**src/rtl/bit4_shift_register_piso_pkg.sv**
```systemverilog
// Shared types and constants for the PISO serial transmitter.
package piso_pkg;
  typedef enum logic {IDLE, SHIFT} piso_state_t;
  localparam logic PISO_IDLE_BIT = 1'b0;
endpackage

```
**src/rtl/bit4_shift_register_piso_if.sv**
```systemverilog
// Load handshake and serial-link signals of the PISO transmitter.
interface bit4_shift_register_piso_if #(parameter int WIDTH = 4) ();
  logic             load_valid;
  logic [WIDTH-1:0] load_data;
  logic             load_ready;
  logic             data_out;
  logic             clk2;
  logic             busy;
  logic             done;

  modport master (output load_valid, load_data,
                  input  load_ready, data_out, clk2, busy, done);
  modport slave  (input  load_valid, load_data,
                  output load_ready, data_out, clk2, busy, done);
endinterface

```
**src/rtl/bit4_shift_register_piso_clk_div_tick.sv**
```systemverilog
// Free-running clock divider; tick marks the clk2 falling edge so the receive
// side can reuse the same phase relationship.
module clk_div_tick #(
  parameter int DIV = 4
) (
  input  logic clk,
  input  logic clr,
  output logic tick,
  output logic clk2
);
  localparam int CW = (DIV > 1) ? $clog2(DIV) : 1;
  localparam logic [CW-1:0] LAST = CW'(DIV - 1);
  localparam logic [CW-1:0] HALF = CW'(DIV / 2 - 1);

  logic [CW-1:0] div_cnt_q, div_cnt_d;
  logic          clk2_q, clk2_d;

  assign tick = (div_cnt_q == LAST);
  assign clk2 = clk2_q;

  always_comb begin
    div_cnt_d = tick ? '0 : div_cnt_q + CW'(1);
    clk2_d    = (tick || (div_cnt_q == HALF)) ? ~clk2_q : clk2_q;
  end

  always_ff @(posedge clk or negedge clr) begin
    if (!clr) begin
      div_cnt_q <= '0;
      clk2_q    <= 1'b0;
    end else begin
      div_cnt_q <= div_cnt_d;
      clk2_q    <= clk2_d;
    end
  end
endmodule

```
**src/rtl/bit4_shift_register_piso.sv**
```systemverilog
// Parallel-in serial-out transmitter: accepts a word over valid/ready and
// sends it one bit per clk2 period, changing data on clk2 falling edges.
module bit4_shift_register_piso
  import piso_pkg::*;
#(
  parameter int WIDTH     = 4,
  parameter int DIV       = 4,
  parameter bit MSB_FIRST = 1'b1
) (
  input logic                         clk,
  input logic                         clr,
  bit4_shift_register_piso_if.slave   bus
);
  localparam int CNT_W = $clog2(WIDTH + 1);
  localparam logic [CNT_W-1:0] LAST_BIT = CNT_W'(WIDTH);

  piso_state_t      state_q;
  logic [WIDTH-1:0] shreg_q;
  logic [CNT_W-1:0] bit_cnt_q;
  logic             data_out_q;
  logic             done_q;
  logic             tick;
  logic             clk2;
  logic             next_bit;

  clk_div_tick #(.DIV(DIV)) u_div (
    .clk  (clk),
    .clr  (clr),
    .tick (tick),
    .clk2 (clk2)
  );

  assign next_bit       = MSB_FIRST ? shreg_q[WIDTH-1] : shreg_q[0];
  assign bus.clk2       = clk2;
  assign bus.load_ready = (state_q == IDLE);
  assign bus.busy       = (state_q == SHIFT);
  assign bus.data_out   = data_out_q;
  assign bus.done       = done_q;

  // A load in IDLE ignores a coincident tick; the first bit waits for the next one.
  always_ff @(posedge clk or negedge clr) begin
    if (!clr) begin
      state_q    <= IDLE;
      shreg_q    <= '0;
      bit_cnt_q  <= '0;
      data_out_q <= PISO_IDLE_BIT;
      done_q     <= 1'b0;
    end else begin
      done_q <= 1'b0;
      case (state_q)
        IDLE: begin
          if (bus.load_valid) begin
            shreg_q   <= bus.load_data;
            bit_cnt_q <= '0;
            state_q   <= SHIFT;
          end
        end
        SHIFT: begin
          if (tick) begin
            if (bit_cnt_q < LAST_BIT) begin
              data_out_q <= next_bit;
              shreg_q    <= MSB_FIRST ? (shreg_q << 1) : (shreg_q >> 1);
              bit_cnt_q  <= bit_cnt_q + CNT_W'(1);
            end else begin
              data_out_q <= PISO_IDLE_BIT;
              done_q     <= 1'b1;
              state_q    <= IDLE;
            end
          end
        end
        default: state_q <= IDLE;
      endcase
    end
  end
endmodule

```
**src/flat_wrapper.sv**
```systemverilog
// flat-port wrapper written by rule: the top's interface ports become plain ports
module bit4_shift_register_piso_flat import piso_pkg::*;
#(
  parameter int WIDTH     = 4,
  parameter int DIV       = 4,
  parameter bit MSB_FIRST = 1'b1
)
  (clk, clr, bus_load_valid, bus_load_data, bus_load_ready, bus_data_out, bus_clk2, bus_busy, bus_done);
  bit4_shift_register_piso_if #(.WIDTH(WIDTH)) bus_i ();
  input logic clk;
  input logic clr;
  input wire logic [$bits(bus_i.load_valid)-1:0] bus_load_valid;
  input wire logic [$bits(bus_i.load_data)-1:0] bus_load_data;
  output wire logic [$bits(bus_i.load_ready)-1:0] bus_load_ready;
  output wire logic [$bits(bus_i.data_out)-1:0] bus_data_out;
  output wire logic [$bits(bus_i.clk2)-1:0] bus_clk2;
  output wire logic [$bits(bus_i.busy)-1:0] bus_busy;
  output wire logic [$bits(bus_i.done)-1:0] bus_done;
  assign bus_i.load_valid = bus_load_valid;
  assign bus_i.load_data = bus_load_data;
  assign bus_load_ready = bus_i.load_ready;
  assign bus_data_out = bus_i.data_out;
  assign bus_clk2 = bus_i.clk2;
  assign bus_busy = bus_i.busy;
  assign bus_done = bus_i.done;
  bit4_shift_register_piso #(.WIDTH(WIDTH), .DIV(DIV), .MSB_FIRST(MSB_FIRST)) u_core (.clk(clk), .clr(clr), .bus(bus_i));
endmodule
```
**config.mk**
```make
export PLATFORM = sky130hd
export DESIGN_NAME = bit4_shift_register_piso_flat
export DESIGN_NICKNAME = d
export VERILOG_FILES = /design/src/rtl/bit4_shift_register_piso_pkg.sv /design/src/rtl/bit4_shift_register_piso_if.sv /design/src/rtl/bit4_shift_register_piso_clk_div_tick.sv /design/src/rtl/bit4_shift_register_piso.sv /design/src/flat_wrapper.sv
export SDC_FILE = /design/constraint.sdc
export NUM_CORES = 1
export LEC_CHECK = 0
export ABC_AREA = 1
export CORE_AREA = 2 2 39 41
export CTS_CLUSTER_SIZE = 8
export DETAILED_ROUTE_END_ITERATION = 10
export DIE_AREA = 0 0 41 43
export DONT_BUFFER_PORTS = 1
export HOLD_SLACK_MARGIN = 0.02
export PLACE_DENSITY = 0.67
export RECOVER_POWER = 25
export SLEW_MARGIN = 20
export SYNTH_ARGS = -nofsm -noshare
export SYNTH_HDL_FRONTEND = slang
export SYNTH_SLANG_ARGS = --single-unit
```
**constraint.sdc**
```tcl
create_clock -name clk -period 3.21 [get_ports clk]
set_input_delay 0.642 -clock clk [delete_from_list [all_inputs] [get_ports clk]]
set_output_delay 0.642 -clock clk [all_outputs]
set_load 0.005 [all_outputs]
```
* Yosys cells after proc, flatten, opt, wreduce, memory -nomap -nowiden
Cells that the tools add are included.
** Word-level totals
- Register bits :: 13
- Output and inout bits :: 5
- Input port bits :: 7
- Logic and storage cells :: 37
** Cells by class
- Equal/unequal tests :: 5
- Mux-type cells :: 17
- Reduce and logical (&&, ||, !) cells :: 3
- Magnitude comparators :: 1
- Bitwise gates (word level) :: 2
- Add/subtract/negate cells :: 2
** Operators by type and width (number)
- $mux W4 :: 3
- $mux W3 :: 3
- $pmux W4 S2 :: 1
- $mux W1 :: 7
- $ne A2 B2 Y1 const B :: 3
- $pmux W3 S2 :: 1
- $add A3 B1 Y3 const B :: 1
- $lt A3 B3 Y1 const B :: 1
- $reduce_and A3 Y1 :: 1
- $add A2 B1 Y2 const B :: 1
- $eq A2 B1 Y1 const B :: 1
- $eq A2 B2 Y1 const B :: 1
- $mux W2 :: 1
- $not A1 Y1 :: 2
- $pmux W1 S2 :: 1
- $reduce_and A2 Y1 :: 1
- $logic_or A1 B1 Y1 :: 1

* Longest topological paths before layout
- Word-level depth :: 4
- Depth in mapped cells :: 6
- Gate-level depth less buffers :: 6

* By module
From an unflattened synthesis, not the netlist that was laid out.
** Unflattened totals
- Cell total of the unflattened synthesis :: 71
- Area total of the unflattened synthesis :: 616.8 sq um
** By module, submodules not included
- bit4_shift_register_piso :: cells each 58, sequential area each 250.2 sq um, instances 1, area each 485.5 sq um
- clk_div_tick :: cells each 13, sequential area each 75.1 sq um, instances 1, area each 131.4 sq um

* Worst setup path after synthesis
OpenSTA, ideal clock, no wires.
- Kind :: register -> output
- Start point :: register u_core.state_q (netlist: u_core.bus.busy)
- End point :: output port bus_load_ready
- Path slack :: 1968 ps
- Stages on the path, launching flop included :: 3
- Buffers on the path :: 1
- Data arrival time :: 600 ps
- Data required time :: 2568 ps
- Path through :: dfrtp_1 > buf_6 > inv_6
** On the way
- Cells in the longest elaborated chain, start to end :: 1
** RTL lines
- from (decl) :: line bit4_shift_register_piso.sv:17 : piso_state_t state_q;
- from (signal assigned) :: line bit4_shift_register_piso.sv:43 : state_q <= IDLE;
- from (signal assigned) :: line bit4_shift_register_piso.sv:55 : state_q <= SHIFT;
- from (signal assigned) :: line bit4_shift_register_piso.sv:67 : state_q <= IDLE;
- $not A1 Y1 :: line bit4_shift_register_piso.sv:35 : assign bus.load_ready = (state_q == IDLE);
- to (decl) :: line flat_wrapper.sv:14 : output wire logic [$bits(bus_i.load_ready)-1:0] bus_load_ready;
No other way between the ends.

* Final worst setup path
Ends and elaborated chain as after synthesis.

==> metrics.md <==
| Metric | Value |
|---|---|
| Top-count cell post-synth | nand2_1 |
| Critical path depth | 1 |
| Clk Tree Root Cell | clkbuf_4 |
| Leak Pwr | 0.356 nW |
| Initial DRC Count | 2 |
| Reg area | 325 sq um |
| CP arrival | 0.98 ns |
| Drt first pass iters | 5 |
| Core area | 0.00138 sq mm |
| Crit. Startpoint | u_core.bus.busy |
| Hold WC Path Type | in2async |
| Req. time, crit path | 2.57 ns |
| Synth Cell Area | 648 sq um |
| Routed wl met3 | 61 um |
| Fin crit share | 50.7% |
| Mapped Avg Cell Area | 9.13 sq um |
| VDD IR max | 0.260 mV |
| Crit Path Class | reg2out |
| Top-area cell type share of the netlist area | 50.2% |
| H-tree depth | 1 |
| NetSw | 0.170 mW |
| GPL Wtd Cong | 0.690 |
| Filler cells | 135 |
| # setup viols final | 0 |
| Post-synth ARST share | 100% |
| Post-synth EDFFs | 0 |
| Total Wirelength | 1.04 mm |
| Pint | 0.309 mW |
| Vias in the first global route | 422 |
| Setup Skew | 0.00852 ns |
| Initial antenna violation count | 0 |
| Reg2reg end | u_core.shreg_q[1] |
| Grt total ovfl | 0 |
| Cells after Synth | 71 |
| Synth Net Count | 82 |
| Max frequency | 0.615 GHz |
| Syn. warnings | 0 |
| Die Width | 41 um |
| Largest cells by area after synthesis | dfrtp_1 50%, nand2_1 15%, ha_1 7.7%, nand3_1 5.4%, nor2_1 4.1% |
| # resized after CTS | 0 |
| Seq pwr share | 53.0% |
| Reg2reg start | u_core.u_div.div_cnt_q[0] |
| DRT met1 WL | 507 um |
| Worst-path fanout max | 9 |
| R2r setup slk | 2.07 ns |
| Initial core utilization | 46.8% |
| Combinational Power Share | 25.9% |
| Max-slew violations | 0 |
| R2R depth | 5 |
| Port Buffers | 0 |
| Vias | 432 |
| Fin crit period | 1.63 ns |
| Setup TNS | 0 ns |
| Layout cells sized above 1 | 16.2% |
| Max_cap viols | 0 |
| Register clock-pin slew on the reported worst setup and hold paths | 0.09 ns |
| Count of final hold-check violations | 0 |
| Clk_lat worst skew | 0.27 ns |
| CP bufs+invs | 1 |
| CTS sink count | 13 |
| Final net count | 86 |
| # hold bufs at CTS | 0 |
| Global-route wire length before repair | 1.68 mm |
| Placed cells | 86 |
| Post-route ant nets | 0 |
| Crit path cell chain | inv_6 |
| Die height | 43 um |
| DP HPWL | 781 um |
| WL per Instance | 11.5 um |
| Delay-heaviest family, CP | flip-flops |
| Worst Setup Start Kind | flop |
| Pin count of the biggest net entering global routing | 14 |
| Switching share of power | 35.5% |
| Unrepaired setup endpoints after global routing | false |
| # rows | 14 |
| Top-Level Pins | 12 |
| Run status | complete, no violations |
| #FFs+latches synth | 13 |
| Power per cell area | 699 mW/mm^2 |
| ANT cells | 0 |
| CTS tree | built |
| Drc violations | 0 |
| Clock power frac | 21.0% |
| Post-synthesis sequential area ratio | 50.2% |
| CP Capture Type | primary output |
| Metal2 WL | 458 um |
| CTS buffer count | 3 |
| Slowest cell on crit path | dfrtp_1 |
| Drt via density | 4.80 |
| Top routing layer used | met4 |
| Worst-Margin Slew | 0.433 ns |
| Die area | 0.00176 sq mm |
| Critical path's largest stage delay | 0.62 ns |
| CP endpoint | bus_load_ready |
| Area leader, netlist | dfrtp_1 |
| Synth Flop Type | dfrtp_1 |
| Clk buf depth | 2 |
| Fin cells | 90 |
| Setup Buffers After CTS | 0 |
| Synth top cells by count | 26 x nand2_1, 13 x dfrtp_1, 7 x nand3_1, 7 x nor2_1, 4 x ha_1 |
| Multi-input gate area | 284 sq um |
| GRT Total Usage | 14.4% |
| Synth unique cells | 15 |
| Max transition margin | 71.1% |
| Synthesis-to-layout area growth | 5.60% |
cell families (layout without fill, tap and decap cells):
logic type                 Yosys count  after routing  synth area share [%]
AOI/OAI and AO/OA                    1              1                 0.771
xor gates and xnor gates             1              1                  1.35
adders and majority gates            4              4                  7.72
buffers and inverters                7             10                  5.98
DFF                                 13             13                  50.2
and+or+nand+nor                     45             45                  34.0
cells in the final DEF (no fill, tap or decap), types with 2 or more instances in the layout:
cell and n:
clkbuf_4 3, dfrtp_1 13, ha_1 4, inv_1 3, inv_2 2, nand2_1 26
nand2_2 2, nand3_1 7, nor2_1 7
power by group through the flow:
stage          combinational [mW]  clock (mW)  sequential (mW)
2_1_floorplan               0.126           0            0.239
3_3_place_gp                0.122           0            0.255
3_5_place_dp                0.125           0            0.257
4_1_cts                     0.126       0.106            0.254
5_1_grt                     0.145       0.113            0.260
6_report                    0.124       0.101            0.254
worst register-to-register path, stage by stage, from the launching register on:
cell and delay [ns]:
dfrtp_1 0.43, ha_1 0.26, nand3_4 0.15, nand2_4 0.07, nand2_1 0.06, nand2_1 0.05
layer usage:
metal / track usage, % / vias to the layer above
li1: - / 223
met1: 18.9 / 195
met2: 19.4 / 12
met3: 4.19 / 2
met4: 10.0 / 0
met5: 0 / -
stage by stage:
stage	hold slack [ns]	total power [mW]	worst slack, ns	util [%]	area, sq um
after global routing	0.0250	0.518	1.51	49.5	684
after CTS	0.0352	0.486	1.56	49.5	684
after floorplan	0.346	0.365	1.97	-	648
final	0.0486	0.478	1.58	49.5	684
after global placement	0.347	0.378	1.90	47.5	657
after detailed placement	0.347	0.383	1.89	47.5	657
flip-flops by register name, indices dropped and copies added (netlist names):
signal,cells
u_core.bus.busy,1
u_core.bit_cnt_q,3
u_core.u_div.clk2,1
u_core.bus.data_out,1
u_core.bus.done,1
u_core.shreg_q,4
u_core.u_div.div_cnt_q,2
area by class of cell:
| class | count | area share (%) |
|---|---|---|
| Clock inverter | 1 | 0.731 |
| Sequential cell | 13 | 47.5 |
| Clock buffer | 3 | 3.29 |
| Inverter | 6 | 4.02 |
| Multi-Input combinational cell | 51 | 41.5 |
| Tap cell | 16 | 2.93 |
worst min-delay path by stage:
stage	start	depth (start not counted)	to
final	clr	0	u_core.bus.data_out
after global routing	clr	0	u_core.u_div.div_cnt_q[1]
after CTS	clr	0	u_core.u_div.clk2
after detailed placement	clr	0	u_core.bit_cnt_q[1]
after global placement	clr	0	u_core.bit_cnt_q[1]
after floorplan	clr	0	u_core.bit_cnt_q[0]
No activity file was read; power rests on OpenSTA's default activity.
